## src/rtl/vga_pkg.sv

```systemverilog
// Shared VGA scan-out definitions: timing presets, bus widths, colour types.
// Optional border overlay is compiled in with VGA_FB_READER_BORDER_EN.
package vga_pkg;

    localparam int unsigned VGA_MAX_H_WIDTH = 11;
    localparam int unsigned VGA_MAX_V_WIDTH = 11;

    // 800x600 @ 60 Hz, 40 MHz pixel clock
    localparam int unsigned VGA800_H_ACTIVE = 800;
    localparam int unsigned VGA800_H_FP     = 40;
    localparam int unsigned VGA800_H_SYNC   = 128;
    localparam int unsigned VGA800_H_BP     = 88;
    localparam int unsigned VGA800_V_ACTIVE = 600;
    localparam int unsigned VGA800_V_FP     = 1;
    localparam int unsigned VGA800_V_SYNC   = 4;
    localparam int unsigned VGA800_V_BP     = 23;

    // 1280x1024 @ 60 Hz, 108 MHz pixel clock
    localparam int unsigned VGA1280_H_ACTIVE = 1280;
    localparam int unsigned VGA1280_H_FP     = 48;
    localparam int unsigned VGA1280_H_SYNC   = 112;
    localparam int unsigned VGA1280_H_BP     = 248;
    localparam int unsigned VGA1280_V_ACTIVE = 1024;
    localparam int unsigned VGA1280_V_FP     = 1;
    localparam int unsigned VGA1280_V_SYNC   = 3;
    localparam int unsigned VGA1280_V_BP     = 38;

    typedef logic [11:0] rgb12_t;

    localparam rgb12_t PAL_DEFAULT_0 = 12'h000;
    localparam rgb12_t PAL_DEFAULT_1 = 12'hFFF;
    localparam rgb12_t PAL_DEFAULT_2 = 12'hF00;
    localparam rgb12_t PAL_DEFAULT_3 = 12'h0F0;
    localparam rgb12_t BORDER_RGB    = 12'hFFF;

    // Per-pixel control bits that travel alongside the memory read latency
    typedef struct packed {
        logic active;
        logic hs;
        logic vs;
        logic first;
        logic en;
`ifdef VGA_FB_READER_BORDER_EN
        logic border;
`endif
    } vga_pipe_t;

endpackage

```

## src/rtl/vga_fb_reader_if.sv

```systemverilog
// Frame memory read port between the scan-out reader (master) and memory (slave).
interface vga_fb_reader_if;
    import vga_pkg::*;

    logic                       rd_en;
    logic [VGA_MAX_H_WIDTH-1:0] rd_addr_x;
    logic [VGA_MAX_V_WIDTH-1:0] rd_addr_y;
    logic [1:0]                 rd_data;

    modport master (output rd_en, rd_addr_x, rd_addr_y, input rd_data);
    modport slave  (input rd_en, rd_addr_x, rd_addr_y, output rd_data);

endinterface

```

## src/rtl/vga_timing_gen.sv

```systemverilog
// Raster counters and registered stage-0 decode (active, syncs, first pixel, read address).
// Border flag output exists only with VGA_FB_READER_BORDER_EN.
module vga_timing_gen
    import vga_pkg::*;
#(
    parameter int unsigned H_ACTIVE = VGA800_H_ACTIVE,
    parameter int unsigned H_FP     = VGA800_H_FP,
    parameter int unsigned H_SYNC   = VGA800_H_SYNC,
    parameter int unsigned H_BP     = VGA800_H_BP,
    parameter int unsigned V_ACTIVE = VGA800_V_ACTIVE,
    parameter int unsigned V_FP     = VGA800_V_FP,
    parameter int unsigned V_SYNC   = VGA800_V_SYNC,
    parameter int unsigned V_BP     = VGA800_V_BP
) (
    input  logic                       clk_i,
    input  logic                       arst_i,
    input  logic                       enable_i,
    output logic                       active_o,
    output logic                       hs_o,
    output logic                       vs_o,
    output logic                       first_o,
    output logic                       en_frame_o,
`ifdef VGA_FB_READER_BORDER_EN
    output logic                       border_o,
`endif
    output logic [VGA_MAX_H_WIDTH-1:0] addr_x_o,
    output logic [VGA_MAX_V_WIDTH-1:0] addr_y_o
);

    localparam int unsigned HW = VGA_MAX_H_WIDTH;
    localparam int unsigned VW = VGA_MAX_V_WIDTH;
    localparam int unsigned H_TOTAL = H_ACTIVE + H_FP + H_SYNC + H_BP;
    localparam int unsigned V_TOTAL = V_ACTIVE + V_FP + V_SYNC + V_BP;

    localparam logic [HW-1:0] H_LAST  = HW'(H_TOTAL - 1);
    localparam logic [HW-1:0] H_ACT   = HW'(H_ACTIVE);
    localparam logic [HW-1:0] HS_BEG  = HW'(H_ACTIVE + H_FP);
    localparam logic [HW-1:0] HS_END  = HW'(H_ACTIVE + H_FP + H_SYNC);
    localparam logic [VW-1:0] V_LAST  = VW'(V_TOTAL - 1);
    localparam logic [VW-1:0] V_ACT   = VW'(V_ACTIVE);
    localparam logic [VW-1:0] VS_BEG  = VW'(V_ACTIVE + V_FP);
    localparam logic [VW-1:0] VS_END  = VW'(V_ACTIVE + V_FP + V_SYNC);

    logic [HW-1:0] h_cnt;
    logic [VW-1:0] v_cnt;
    logic          act_c;
    logic          hs_c;
    logic          vs_c;
    logic          origin_c;
    logic          en_frame;

    always_comb begin
        act_c    = (h_cnt < H_ACT) && (v_cnt < V_ACT);
        hs_c     = (h_cnt >= HS_BEG) && (h_cnt < HS_END);
        vs_c     = (v_cnt >= VS_BEG) && (v_cnt < VS_END);
        origin_c = (h_cnt == '0) && (v_cnt == '0);
    end

    always_ff @(posedge clk_i or posedge arst_i) begin
        if (arst_i) begin
            h_cnt    <= '0;
            v_cnt    <= '0;
            active_o <= 1'b0;
            hs_o     <= 1'b0;
            vs_o     <= 1'b0;
            first_o  <= 1'b0;
            addr_x_o <= '0;
            addr_y_o <= '0;
            en_frame <= 1'b0;
        end else begin
            if (h_cnt == H_LAST) begin
                h_cnt <= '0;
                v_cnt <= (v_cnt == V_LAST) ? '0 : v_cnt + 1'b1;
            end else begin
                h_cnt <= h_cnt + 1'b1;
            end
            active_o <= act_c;
            hs_o     <= hs_c;
            vs_o     <= vs_c;
            first_o  <= origin_c;
            addr_x_o <= act_c ? h_cnt : '0;
            addr_y_o <= act_c ? v_cnt : '0;
            // Loaded on the same edge that registers pixel (0,0), so it pairs with that frame
            if (origin_c) begin
                en_frame <= enable_i;
            end
        end
    end

    assign en_frame_o = en_frame;

`ifdef VGA_FB_READER_BORDER_EN
    localparam logic [HW-1:0] H_EDGE = HW'(H_ACTIVE - 1);
    localparam logic [VW-1:0] V_EDGE = VW'(V_ACTIVE - 1);

    always_ff @(posedge clk_i or posedge arst_i) begin
        if (arst_i) begin
            border_o <= 1'b0;
        end else begin
            border_o <= act_c && ((h_cnt == '0) || (h_cnt == H_EDGE) ||
                                  (v_cnt == '0) || (v_cnt == V_EDGE));
        end
    end
`endif

endmodule

```

## src/rtl/vga_fb_reader.sv

```systemverilog
// VGA scan-out: raster timing, frame memory reads, latency alignment, palette lookup.
// Define VGA_FB_READER_BORDER_EN to overlay a white one-pixel border on enabled frames.
module vga_fb_reader
    import vga_pkg::*;
#(
    parameter int unsigned H_ACTIVE   = VGA800_H_ACTIVE,
    parameter int unsigned H_FP       = VGA800_H_FP,
    parameter int unsigned H_SYNC     = VGA800_H_SYNC,
    parameter int unsigned H_BP       = VGA800_H_BP,
    parameter int unsigned V_ACTIVE   = VGA800_V_ACTIVE,
    parameter int unsigned V_FP       = VGA800_V_FP,
    parameter int unsigned V_SYNC     = VGA800_V_SYNC,
    parameter int unsigned V_BP       = VGA800_V_BP,
    parameter logic        SYNC_POL   = 1'b1,
    parameter int unsigned RD_LATENCY = 2
) (
    input  logic               clk_i,
    input  logic               arst_i,
    input  logic               enable_i,
    vga_fb_reader_if.master    fb,
    input  logic               pal_we_i,
    input  logic [1:0]         pal_idx_i,
    input  rgb12_t             pal_data_i,
    output logic               VGA_HS_o,
    output logic               VGA_VS_o,
    output rgb12_t             RGB_o,
    output logic               frame_start_o
);

    vga_pipe_t s0;
    vga_pipe_t dly [RD_LATENCY];
    vga_pipe_t tail;
    rgb12_t    pal [4];
    rgb12_t    rgb_n;

    logic s0_active;
    logic s0_hs;
    logic s0_vs;
    logic s0_first;
    logic s0_en;
`ifdef VGA_FB_READER_BORDER_EN
    logic s0_border;
`endif

    vga_timing_gen #(
        .H_ACTIVE (H_ACTIVE),
        .H_FP     (H_FP),
        .H_SYNC   (H_SYNC),
        .H_BP     (H_BP),
        .V_ACTIVE (V_ACTIVE),
        .V_FP     (V_FP),
        .V_SYNC   (V_SYNC),
        .V_BP     (V_BP)
    ) u_timing (
        .clk_i      (clk_i),
        .arst_i     (arst_i),
        .enable_i   (enable_i),
        .active_o   (s0_active),
        .hs_o       (s0_hs),
        .vs_o       (s0_vs),
        .first_o    (s0_first),
        .en_frame_o (s0_en),
`ifdef VGA_FB_READER_BORDER_EN
        .border_o   (s0_border),
`endif
        .addr_x_o   (fb.rd_addr_x),
        .addr_y_o   (fb.rd_addr_y)
    );

    assign fb.rd_en = s0_active;

    always_comb begin
        s0        = '0;
        s0.active = s0_active;
        s0.hs     = s0_hs;
        s0.vs     = s0_vs;
        s0.first  = s0_first;
        s0.en     = s0_en;
`ifdef VGA_FB_READER_BORDER_EN
        s0.border = s0_border;
`endif
    end

    // Control bits wait RD_LATENCY clocks so they arrive with rd_data
    always_ff @(posedge clk_i or posedge arst_i) begin
        if (arst_i) begin
            for (int unsigned i = 0; i < RD_LATENCY; i++) begin
                dly[i] <= '0;
            end
        end else begin
            dly[0] <= s0;
            for (int unsigned i = 1; i < RD_LATENCY; i++) begin
                dly[i] <= dly[i-1];
            end
        end
    end

    assign tail = dly[RD_LATENCY-1];

    always_ff @(posedge clk_i or posedge arst_i) begin
        if (arst_i) begin
            pal[0] <= PAL_DEFAULT_0;
            pal[1] <= PAL_DEFAULT_1;
            pal[2] <= PAL_DEFAULT_2;
            pal[3] <= PAL_DEFAULT_3;
        end else if (pal_we_i) begin
            pal[pal_idx_i] <= pal_data_i;
        end
    end

    always_comb begin
        rgb_n = '0;
        if (tail.active && tail.en) begin
            rgb_n = pal[fb.rd_data];
`ifdef VGA_FB_READER_BORDER_EN
            if (tail.border) begin
                rgb_n = BORDER_RGB;
            end
`endif
        end
    end

    always_ff @(posedge clk_i or posedge arst_i) begin
        if (arst_i) begin
            RGB_o         <= '0;
            VGA_HS_o      <= ~SYNC_POL;
            VGA_VS_o      <= ~SYNC_POL;
            frame_start_o <= 1'b0;
        end else begin
            RGB_o         <= rgb_n;
            VGA_HS_o      <= tail.hs ? SYNC_POL : ~SYNC_POL;
            VGA_VS_o      <= tail.vs ? SYNC_POL : ~SYNC_POL;
            frame_start_o <= tail.first;
        end
    end

endmodule

```

## src/flat_wrapper.sv

```systemverilog
// flat-port wrapper written by rule: the top's interface ports become plain ports
module vga_fb_reader_flat import vga_pkg::*;
#(
    parameter int unsigned H_ACTIVE   = VGA800_H_ACTIVE,
    parameter int unsigned H_FP       = VGA800_H_FP,
    parameter int unsigned H_SYNC     = VGA800_H_SYNC,
    parameter int unsigned H_BP       = VGA800_H_BP,
    parameter int unsigned V_ACTIVE   = VGA800_V_ACTIVE,
    parameter int unsigned V_FP       = VGA800_V_FP,
    parameter int unsigned V_SYNC     = VGA800_V_SYNC,
    parameter int unsigned V_BP       = VGA800_V_BP,
    parameter logic        SYNC_POL   = 1'b1,
    parameter int unsigned RD_LATENCY = 2
)
  (clk_i, arst_i, enable_i, pal_we_i, pal_idx_i, pal_data_i, VGA_HS_o, VGA_VS_o, RGB_o, frame_start_o, fb_rd_en, fb_rd_addr_x, fb_rd_addr_y, fb_rd_data);
  vga_fb_reader_if fb_i ();
  input  logic clk_i;
  input  logic arst_i;
  input  logic enable_i;
  input  logic pal_we_i;
  input  logic [1:0] pal_idx_i;
  input  rgb12_t pal_data_i;
  output logic VGA_HS_o;
  output logic VGA_VS_o;
  output rgb12_t RGB_o;
  output logic frame_start_o;
  output wire logic [$bits(fb_i.rd_en)-1:0] fb_rd_en;
  output wire logic [$bits(fb_i.rd_addr_x)-1:0] fb_rd_addr_x;
  output wire logic [$bits(fb_i.rd_addr_y)-1:0] fb_rd_addr_y;
  input wire logic [$bits(fb_i.rd_data)-1:0] fb_rd_data;
  assign fb_rd_en = fb_i.rd_en;
  assign fb_rd_addr_x = fb_i.rd_addr_x;
  assign fb_rd_addr_y = fb_i.rd_addr_y;
  assign fb_i.rd_data = fb_rd_data;
  vga_fb_reader #(.H_ACTIVE(H_ACTIVE), .H_FP(H_FP), .H_SYNC(H_SYNC), .H_BP(H_BP), .V_ACTIVE(V_ACTIVE), .V_FP(V_FP), .V_SYNC(V_SYNC), .V_BP(V_BP), .SYNC_POL(SYNC_POL), .RD_LATENCY(RD_LATENCY)) u_core (.clk_i(clk_i), .arst_i(arst_i), .enable_i(enable_i), .fb(fb_i), .pal_we_i(pal_we_i), .pal_idx_i(pal_idx_i), .pal_data_i(pal_data_i), .VGA_HS_o(VGA_HS_o), .VGA_VS_o(VGA_VS_o), .RGB_o(RGB_o), .frame_start_o(frame_start_o));
endmodule
```

## config.mk

```make
export PLATFORM = sky130hd
export DESIGN_NAME = vga_fb_reader_flat
export DESIGN_NICKNAME = d
export VERILOG_FILES = /design/src/rtl/vga_pkg.sv /design/src/rtl/vga_fb_reader_if.sv /design/src/rtl/vga_timing_gen.sv /design/src/rtl/vga_fb_reader.sv /design/src/flat_wrapper.sv
export SDC_FILE = /design/constraint.sdc
export NUM_CORES = 1
export LEC_CHECK = 0
export ABC_AREA = 1
export CAP_MARGIN = 40
export CORE_AREA = 2 2 110 112
export CTS_BUF_LIST = sky130_fd_sc_hd__clkbuf_4 sky130_fd_sc_hd__clkbuf_8
export DETAILED_ROUTE_END_ITERATION = 16
export DIE_AREA = 0 0 112 114
export GPL_ROUTABILITY_DRIVEN = 0
export PLACE_DENSITY = 0.8
export SLEW_MARGIN = 20
export SYNTH_ARGS = -nofsm -noshare
export SYNTH_HDL_FRONTEND = slang
export SYNTH_HIERARCHICAL = 1
export SYNTH_SLANG_ARGS = --single-unit
```

## constraint.sdc

```tcl
create_clock -name clk_i -period 4.3 [get_ports clk_i]
set_clock_uncertainty 0.1 [all_clocks]
set_input_delay 0.43 -clock clk_i [delete_from_list [all_inputs] [get_ports clk_i]]
set_output_delay 0.43 -clock clk_i [all_outputs]
set_load 0.01 [all_outputs]
```

==> results.py, run 1 <==
metrics = {
    "outcome": {
        "outcome": "complete, no violations",
    },
    "hold_path": {
        "min_path_type": "reg -> reg",
    },
    "yosys": {
        "synth_xor_area_share_pct": 1.42,
        "syn-instance-count": 605,
        "synth-compound-area-share_pct": 10.1,
        "yosys-top-cells-area": "dfrtp_1 46%, nand2_1 9.9%, dfstp_2 9.4%, o21ai_2 7.2%, inv_1 6.1%",
        "synth_top_family_by_area": "simple AND/OR/NAND/NOR gates",
        "synth_cell_type_count": 34,
        "seq_area_frac_synth_pct": 55.3,
        "synth-simple-area-share_pct": 21.8,
        "synth.ff_latch_count": 122,
        "synthMuxAreaShare_pct": 0,
        "postSynthAreaPerCell_um2": 9.19,
        "yosys.area.top_type_share_pct": 45.9,
        "netlist_area_um2": 5560,
        "synth_top_area_cell": "dfrtp_1",
        "yosys_warnings": 6,
        "yosys.area_share.adder_pct": 1.12,
    },
    "power": {
        "leakagePower_nw": 3.22,
        "ir_worst_vdd_v": 0.000197,
        "power_density_nw_per_um2": 396,
    },
    "final_layout": {
        "n_fill_cell": 1022,
        "n_antenna_cell": 0,
        "finalNetCount": 689,
        "seq_area_um2": 3080,
        "drive_gt1_share_pct": 18.2,
        "multi_input_area_um2": 1930,
        "area_growth_pct": 18.4,
        "layout_common_cells": "147 x nand2_1, 102 x dfrtp_1, 89 x inv_1",
        "post-route-util_pct": 56.2,
        "mostFrequentLayoutCell": "nand2_1",
    },
    "floorplanning": {
        "start_util_pct": 47.5,
        "fp.dieW_um": 112,
        "core-area_um2": 11700,
        "rows": 40,
        "ios": 58,
        "fp.dieH_um": 114,
        "die_area_um2": 12800,
    },
    "timing": {
        "drv_slew": 0,
        "final.min_clock_period_ns": 1.91,
        "rsz0062_at_grt": "false",
        "tns_ns": 0,
        "period_share_pct": 44.5,
        "finalSetupViolCount": 0,
        "finalHoldViolCount": 0,
        "clock.fmax_mhz": 523,
        "tightest_slew_ns": 0.763,
        "relSlewSlack_pct": 49.0,
    },
    "setup_path": {
        "cp-end-kind": "flop",
        "cpMostUsedCell": "nand2_1",
        "critical-path-top-delay-family": "simple AND/OR/NAND/NOR gates",
        "worstPathMaxFanout": 21,
        "arrival_ns": 2.12,
        "required_ns": 4.51,
        "critPathLaunchType": "flop",
        "max_stage_delay_ns": 0.45,
        "r2r_slack_ns": 2.39,
        "cp_num_buf_inv": 1,
        "crit_type": "reg -> reg",
        "crit_path_top_delay_cell": "nand2_1",
        "path_cells": "inv_1 -> nand2_1 -> a21oi_1 -> nand2_1 -> nor3_1",
    },
    "route": {
        "routed.top_layer": "met4",
        "vias_per_cell": 5.04,
        "vias": 4156,
        "wl_met3_um": 628,
        "detail-route-antenna-nets": 0,
        "wire_per_inst_um": 13.9,
        "first_iter_violations": 268,
        "drt_first_pass_iters": 5,
        "route.detailed.drc": 0,
        "routed_wl_um": 11500,
        "wl_met2_um": 5880,
        "met1_length_um": 4800,
    },
    "global_route": {
        "grt_antenna_before_repair": 0,
        "grt_first_pass_wirelength_um": 19800,
        "grt_max_degree": 35,
        "grt_pass1_vias": 4298,
        "gr-total-overflow": 0,
        "track_usage_pct": 19.2,
    },
    "job": {
        "drv_cap": 0,
    },
    "clocking": {
        "cts_root_buf": "clkbuf_8",
        "holdBufCountCts": 0,
        "cts_resized": 0,
        "h-tree-depth": 4,
        "cts.sinks": 122,
        "cts_made_buffers": 17,
        "clk_pin_slew_ns": 0.07,
        "clk_latency_ns": 0.41,
        "cts_buffer_depth": 2,
        "cts_tree": "built",
        "post_cts_buffers": 0,
    },
    "placement": {
        "io_buffers": 57,
        "hpwl_um": 7760,
    },
}
==> logic make-up after synthesis <==
family,Yosys count
simple gates,272
flops,122
compound gates,78
other cells,1
fa+ha+maj,5
xor+xnor,9
buf+inv,118
==> where the power goes <==
group / total (W) / leakage (nW) / switching, W / internal (W)
clock network: 0.00102 / 0.204 / 0.000433 / 0.000589
logic: 0.000284 / 1.48 / 0.000164 / 0.000120
registers: 0.00130 / 1.53 / 0.0000443 / 0.00125
total: 0.00260 / 3.22 / 0.000641 / 0.00196
==> path summary, 6_finish.rpt <==
path | from | to | depth (start not counted)
worst max-delay path | u_core/u_timing/v_cnt[7] | u_core/u_timing/addr_y_o[6] | 5
worst min-delay path | u_core/u_timing/first_o | u_core/dly[6] | 0
worst max register to register | u_core/u_timing/v_cnt[7] | u_core/u_timing/addr_y_o[6] | 5
worst min register to register | u_core/u_timing/first_o | u_core/dly[6] | 0
max in group asynchronous | arst_i | u_core/pal[6] | 3
min in group asynchronous | arst_i | u_core/u_timing/addr_y_o[3] | 2
==> synth_stat cells <==
cell	n
nand2_1	147
dfrtp_1	102
inv_1	91
o21ai_2	46
nand3_1	44
nor2_1	34
nor3_1	21
dfstp_2	20
a21oi_1	16
buf_6	12
o21ai_0	12
xor2_1	9
nand2_2	8
nand4_1	7
buf_2	6
ha_1	5
inv_2	3
o21ai_1	3
buf_4	2
nand3_2	2
nand3b_1	2
a31oi_1	1
buf_8	1
clkbuf_1	1
clkbuf_2	1
clkinv_1	1
conb_1	1
nand3_4	1
nor2_2	1
nor2_4	1
nor2_8	1
nor3b_1	1
nor3b_2	1
nor4_1	1
==> area by class of cell <==
cell class              instances  share of cell area, %
clock buffers                  19                   3.88
clock inverters                13                   2.30
inverters                      95                   5.41
multi-input cells             366                   29.3
flip-flops and latches        122                   46.7
well taps                     147                   2.79
repair buffers                 62                   9.61
==> per-layer routing <==
metal  vias to the layer above  GRT usage [%]
li1                       2014              -
met1                      1990           23.8
met2                       135           33.0
met3                        17           4.57
met4                         0           7.07
met5                         -              0
==> worst reg2reg max path, stage by stage, from the launching register on <==
cell and delay, ns:
dfrtp_1 0.42, inv_1 0.15, nand2_1 0.15, a21oi_1 0.15, nand2_1 0.45, nor3_1 0.39
==> per-stage QoR <==
step | cells | cell area [µm²] | power, W | hold WS (ns) | setup WS, ns
after floorplan | 606 | 5570 | 0.00151 | 0.231 | 1.95
after global placement | 790 | 6140 | 0.00158 | 0.234 | 2.07
after detailed placement | 792 | 6180 | 0.00161 | 0.235 | 2.06
after CTS | 824 | 6590 | 0.00264 | 0.250 | 2.41
after global routing | 824 | 6590 | 0.00274 | 0.257 | 2.20
final | 824 | 6590 | 0.00260 | 0.249 | 2.39
==> flip-flops by register name, indices dropped and copies added (netlist names), 10 cells and up <==
| name | count |
|---|---|
| u_core/u_timing/v_cnt | 11 |
| u_core/dly | 10 |
| u_core/u_timing/h_cnt | 11 |
| u_core/RGB_o | 12 |
| u_core/pal | 48 |
| u_core/u_timing/addr_x_o | 11 |
| u_core/u_timing/addr_y_o | 11 |
No activity file was read; power rests on OpenSTA's default activity.
==> run 2, diff against run 1 <==
- PLACE_DENSITY: 0.8 -> 0.83
- clock period: 4.3 -> 1.6 ns (I/O delays scaled with it)
==> run 2 against run 1 <==
- the flow now finishes with violations (negative setup slack)
- sequential share of layout area decreased by 3.1 points
- core utilization increased by 4.0 points
- die area unchanged
- combinational power increased to 2.7 times the previous value
- largest cell class unchanged
==> results.py, run 2 (synthesis gave the netlist of run 1 again) <==
metrics = {
    "setup_path": {
        "path_cells": "ha_2 -> nand2_4 -> nor2_4 -> nand3_4 -> nor2_8 -> buf_6 -> nand3_1 -> o21ai_0",
        "max_stage_delay_ns": 0.41,
        "cp-end-kind": "flop",
        "critPathLaunchType": "flop",
        "worstPathMaxFanout": 8,
        "arrival_ns": 1.88,
        "required_ns": 1.86,
        "crit_type": "reg -> reg",
        "crit_path_top_delay_cell": "dfrtp_1",
    },
    "power": {
        "seq_power_share_pct": 44.3,
        "power_frac_comb_pct": 9.9,
        "leakagePower_nw": 3.84,
        "ir_worst_vdd_v": 0.000890,
        "switching_share_pct": 22.1,
        "power_w": 0.00787,
        "p_int_w": 0.00613,
        "power_density_nw_per_um2": 1120,
        "netSwitchingPower_w": 0.00174,
        "power.share.clock_pct": 45.8,
    },
    "timing": {
        "finalSetupViolCount": 8,
        "rsz0062_at_grt": "true",
        "tns_ns": -0.0866,
        "fin_ws_ns": -0.0240,
        "holdWs_ns": 0.0582,
        "drv_slew": 0,
        "finalHoldViolCount": 0,
        "clock.fmax_mhz": 616,
        "period_share_pct": 102,
        "final.min_clock_period_ns": 1.62,
    },
    "global_route": {
        "grt_antenna_before_repair": 0,
        "grt_first_pass_wirelength_um": 19600,
        "grt_pass1_vias": 4283,
        "gr-total-overflow": 0,
        "grt_max_degree": 74,
        "track_usage_pct": 19.2,
    },
    "final_layout": {
        "stdcell_count": 841,
        "top_register": "u_core/pal",
        "n_antenna_cell": 0,
        "drive_gt1_share_pct": 22.6,
        "finalNetCount": 706,
        "reg_top3": "u_core/pal x48, u_core/RGB_o x12",
        "multi_input_area_um2": 2000,
        "area_growth_pct": 26.9,
        "post-route-util_pct": 60.3,
        "mostFrequentLayoutCell": "nand2_1",
        "seq_area_um2": 3080,
        "layout_common_cells": "147 x nand2_1, 102 x dfrtp_1, 86 x inv_1",
        "largest_register_ffs": 48,
        "n_fill_cell": 927,
    },
    "clocking": {
        "clk_pin_slew_ns": 0.07,
        "cts.sinks": 122,
        "cts_buffer_depth": 2,
        "cts_root_buf": "clkbuf_8",
        "h-tree-depth": 4,
        "cts_made_buffers": 17,
        "cts_tree": "built",
        "clk_latency_ns": 0.44,
    },
    "outcome": {
        "outcome": "finished, violations left",
        "violations": "negative setup slack",
    },
    "route": {
        "routed_wl_um": 11600,
        "drt_first_pass_iters": 5,
        "vias": 4269,
        "first_iter_violations": 202,
        "vias_per_cell": 5.08,
        "wire_per_inst_um": 13.8,
        "route.detailed.drc": 0,
        "detail-route-antenna-nets": 0,
    },
    "floorplanning": {
        "core-area_um2": 11700,
        "fp.dieH_um": 114,
        "rows": 40,
        "ios": 58,
        "start_util_pct": 47.5,
        "fp.dieW_um": 112,
        "die_area_um2": 12800,
    },
    "placement": {
        "io_buffers": 57,
        "hpwl_um": 7680,
        "dp.cells": 807,
    },
    "hold_path": {
        "min_path_type": "in -> async",
    },
    "job": {
        "drv_cap": 0,
    },
}
run 2: worst paths after layout:
| kind | from | to | slack [ns] | cells after the start |
|---|---|---|---|---|
| max | u_core/u_timing/h_cnt[1] | u_core/u_timing/v_cnt[1] | -0.02 | 8 |
| min | arst_i | u_core/u_timing/addr_x_o[10] | 0.06 | 3 |
| max reg2reg | u_core/u_timing/h_cnt[1] | u_core/u_timing/v_cnt[1] | -0.02 | 8 |
| min reg2reg | u_core/dly[2] | u_core/VGA_VS_o | 0.25 | 0 |
| max in group asynchronous | arst_i | u_core/pal[25] | 0.94 | 3 |
| min in group clk_i | u_core/dly[2] | u_core/VGA_VS_o | 0.25 | 0 |
run 2: per-stage QoR:
stage	cell area [µm²]	setup WS [ns]
finish	7060	-0.0240
global placement	6370	0.0898
CTS	6900	0.000331
floorplan	5570	0.167
detailed placement	6370	-0.0611
global route	7060	-0.128
run 2: power by group through the flow:
stage               Combinational (W)  Sequential (W)  Clock, W
floorplan                    0.000544         0.00353         0
global placement             0.000757         0.00353         0
detailed placement           0.000791         0.00354         0
CTS                          0.000794         0.00349   0.00367
global route                 0.000888         0.00351   0.00382
finish                       0.000778         0.00349   0.00360
run 2: cell type report:
class | instances | area share, %
clock inverters | 12 | 3.78
clock buffers | 20 | 3.81
repair buffers | 79 | 12.8
flip-flops and latches | 122 | 43.6
multi-input cells | 366 | 28.3
well taps | 147 | 2.61
inverters | 95 | 5.11
run 2: layer usage:
layer  up-vias  wire length, µm  GRT usage [%]
met1      2036             4600           22.7
met4         0              216           7.56
met2       147             6070           33.5
li1       2064                -              -
met3        22              679           5.53
met5         -                0              0
run 2: repair_timing:
action	in CTS	in global routing
hold buffers	0	0
buffers inserted	0	2
pin swaps	0	5
setup endpoints to repair	7	44
gates resized for setup	7	51
run 2: worst max-delay path, delay by kind of cell (launching register included):
family	cells	cell delay [ns]
AO/OA/AOI/OAI	1	0.09
adder cells (fa/ha/maj)	1	0.24
buffers and inverters	1	0.14
flip-flops	1	0.41
AND/OR/NAND/NOR	5	0.58
==> run 3, diff against run 2 <==
- CORE_AREA: 2 2 110 112 -> 2 2 105 107
- DIE_AREA: 0 0 112 114 -> 0 0 107 109
- PLACE_DENSITY: 0.83 -> 0.84
- SYNTH_HIERARCHICAL: 1 -> not set
==> run 3 against run 2 <==
- the flow now finishes without violations
- non-clock buffer count rose by 2
- worst hold slack improved by 0.14 ns
- die area fell by 8.7%
- flip-flop and latch count did not move
- design area fell by 9.1%
- global-route usage rose by 1.9 points
- largest cell class unchanged
==> results.py, run 3 <==
metrics = {
    "route": {
        "drt_first_pass_iters": 5,
        "routed_wl_um": 11500,
        "vias_per_cell": 5.18,
        "vias": 4051,
        "first_iter_violations": 240,
        "route.detailed.drc": 0,
        "detail-route-antenna-nets": 0,
        "wire_per_inst_um": 14.7,
    },
    "floorplanning": {
        "ios": 58,
        "fp.dieW_um": 107,
        "start_util_pct": 47.4,
        "rows": 38,
        "fp.dieH_um": 109,
        "die_area_um2": 11700,
        "core-area_um2": 10600,
    },
    "global_route": {
        "grt_first_pass_wirelength_um": 19100,
        "grt_max_degree": 40,
        "track_usage_pct": 21.1,
        "gr-total-overflow": 0,
        "grt_pass1_vias": 4166,
        "grt_antenna_before_repair": 0,
    },
    "yosys": {
        "synth_commonest_cells": "102 x dfrtp_1, 102 x nand2_1, 94 x nor2_1, 84 x o21ai_0, 54 x inv_1",
        "ys_async_sr_fraction_pct": 100,
        "netlist_area_um2": 5030,
        "yosys.area.top_type_share_pct": 50.8,
        "yosys_warnings": 0,
        "seq_area_frac_synth_pct": 61.2,
        "syn-instance-count": 549,
        "synth_top_area_cell": "dfrtp_1",
        "postSynthAreaPerCell_um2": 9.15,
        "synth_edf_count": 0,
        "yosys-top-cells-area": "dfrtp_1 51%, dfstp_2 10%, o21ai_0 8.4%, nand2_1 7.6%, nor2_1 7.0%",
        "synth_cell_type_count": 24,
        "synth.ff_latch_count": 122,
        "dominantRegCellSynth": "dfrtp_1",
    },
    "timing": {
        "finalHoldViolCount": 0,
        "final.min_clock_period_ns": 1.59,
        "finalSetupViolCount": 0,
        "fin_ws_ns": 0.0130,
        "drv_slew": 0,
        "tightest_slew_ns": 0.643,
        "rsz0062_at_grt": "true",
        "period_share_pct": 99.2,
        "relSlewSlack_pct": 57.1,
        "clock.fmax_mhz": 630,
    },
    "final_layout": {
        "layout_common_cells": "102 x nand2_1, 99 x dfrtp_1, 91 x nor2_1",
        "fin_area_um2": 6410,
        "top_register": "u_core.pal",
        "n_antenna_cell": 0,
        "area_growth_pct": 27.6,
        "largest_register_ffs": 48,
        "mostFrequentLayoutCell": "nand2_1",
        "n_fill_cell": 824,
        "drive_gt1_share_pct": 14.5,
        "reg_top3": "u_core.pal x48, u_core.RGB_o x12",
        "finalNetCount": 654,
    },
    "power": {
        "ir_worst_vdd_v": 0.000805,
        "leakagePower_nw": 3.35,
        "power_density_nw_per_um2": 1040,
    },
    "clocking": {
        "cts.sinks": 122,
        "cts_root_buf": "clkbuf_8",
        "cts_made_buffers": 17,
        "clk_pin_slew_ns": 0.07,
        "cts_buffer_depth": 2,
        "clk_latency_ns": 0.43,
        "h-tree-depth": 4,
        "cts_tree": "built",
    },
    "setup_path": {
        "max_stage_delay_ns": 0.43,
        "cp_num_buf_inv": 1,
        "critPathLaunchType": "flop",
        "critical-path-top-delay-family": "simple AND/OR/NAND/NOR gates",
        "required_ns": 1.81,
        "arrival_ns": 1.80,
        "cp-end-kind": "flop",
        "path_cells": "ha_4 -> nand3_4 -> inv_1 -> nand2_1 -> o21ai_0 -> nor3b_1",
        "crit_path_top_delay_cell": "dfrtp_1",
        "worstPathMaxFanout": 4,
        "crit_type": "reg -> reg",
        "cp_num_cells": 6,
        "r2r_cells": 6,
    },
    "job": {
        "drv_cap": 0,
    },
    "placement": {
        "place_ws_ns": -0.0740,
        "hpwl_um": 7530,
        "place_area_um2": 5910,
        "io_buffers": 57,
    },
    "hold_path": {
        "min_path_type": "in -> reg",
        "min_delay_path_depth": 3,
    },
    "outcome": {
        "outcome": "complete, no violations",
    },
}
## run 3: metrics by stage
step	hold WS, ns	utilization (%)	cells	TNS, ns	power [W]
6_report	0.198	60.5	782	0	0.00665
5_1_grt	0.215	60.5	782	-0.0446	0.00697
4_1_cts	0.193	59.5	780	0	0.00671
3_5_place_dp	0.236	55.7	747	-0.599	0.00412
3_3_place_gp	0.232	55.7	747	0	0.00407
2_1_floorplan	0.170	-	550	-14.38	0.00384
## run 3: layout make-up
cell class / instances / area, µm² / share of cell area (%)
tap: 140 / 175 / 2.73
multi-input combinational: 353 / 1680 / 26.2
sequential: 122 / 3080 / 48.0
inverter: 54 / 206 / 3.22
clock buffer: 18 / 248 / 3.86
timing repair buffer: 81 / 885 / 13.8
clock inverter: 14 / 138 / 2.15
## run 3: where the power goes
| part | internal (W) | switching (W) |
|---|---|---|
| sequential | 0.00337 | 0.000119 |
| combinational | 0.000246 | 0.000324 |
| clock | 0.00130 | 0.00130 |
## run 3: worst paths after layout
path	to	from	slack [ns]
max	u_core.u_timing.h_cnt[10]	u_core.u_timing.h_cnt[1]	0.01
max reg2reg	u_core.u_timing.h_cnt[10]	u_core.u_timing.h_cnt[1]	0.01
min reg2reg	u_core.dly[0]	u_core.dly[5]	0.25
min	u_core.u_timing.en_frame_o	enable_i	0.20
max in group asynchronous	u_core.pal[24]	arst_i	0.32
min in group asynchronous	u_core.pal[18]	arst_i	0.54
## run 3: kinds of logic (layout without fill, tap and decap cells)
group / count (synthesis) / count (layout) / share of synthesized area [%]
and+or+nand+nor: 237 / 237 / 19.5
DFF: 122 / 122 / 61.2
AOI/OAI and AO/OA: 99 / 99 / 9.93
buffers and inverters: 75 / 167 / 6.30
xor gates and xnor gates: 10 / 10 / 1.74
adders and majority gates: 5 / 5 / 1.24
other: 1 / 2 / 0.0746
## run 3: tightest hold or removal path, delay by kind of cell
| kind | cells | cell delay (ns) |
|---|---|---|
| buffers and inverters | 1 | 0.41 |
| AND/OR/NAND/NOR | 2 | 0.12 |
## run 3: metal layers
metal	GRT usage [%]	vias to the layer above	share of wire (%)
met5	0	-	0
met4	9.37	0	2.4
met2	36.9	172	52
li1	-	1902	-
met1	24.7	1947	40
met3	5.44	30	5.8
## run 3: timing repair
item,4_1_cts,5_1_grt
pin swaps,1,4
hold buffers,1,0
setup endpoints to repair,6,43
gates resized for setup,7,30
cloned,0,0
buffers inserted,0,2
hold endpoints to repair,7,0
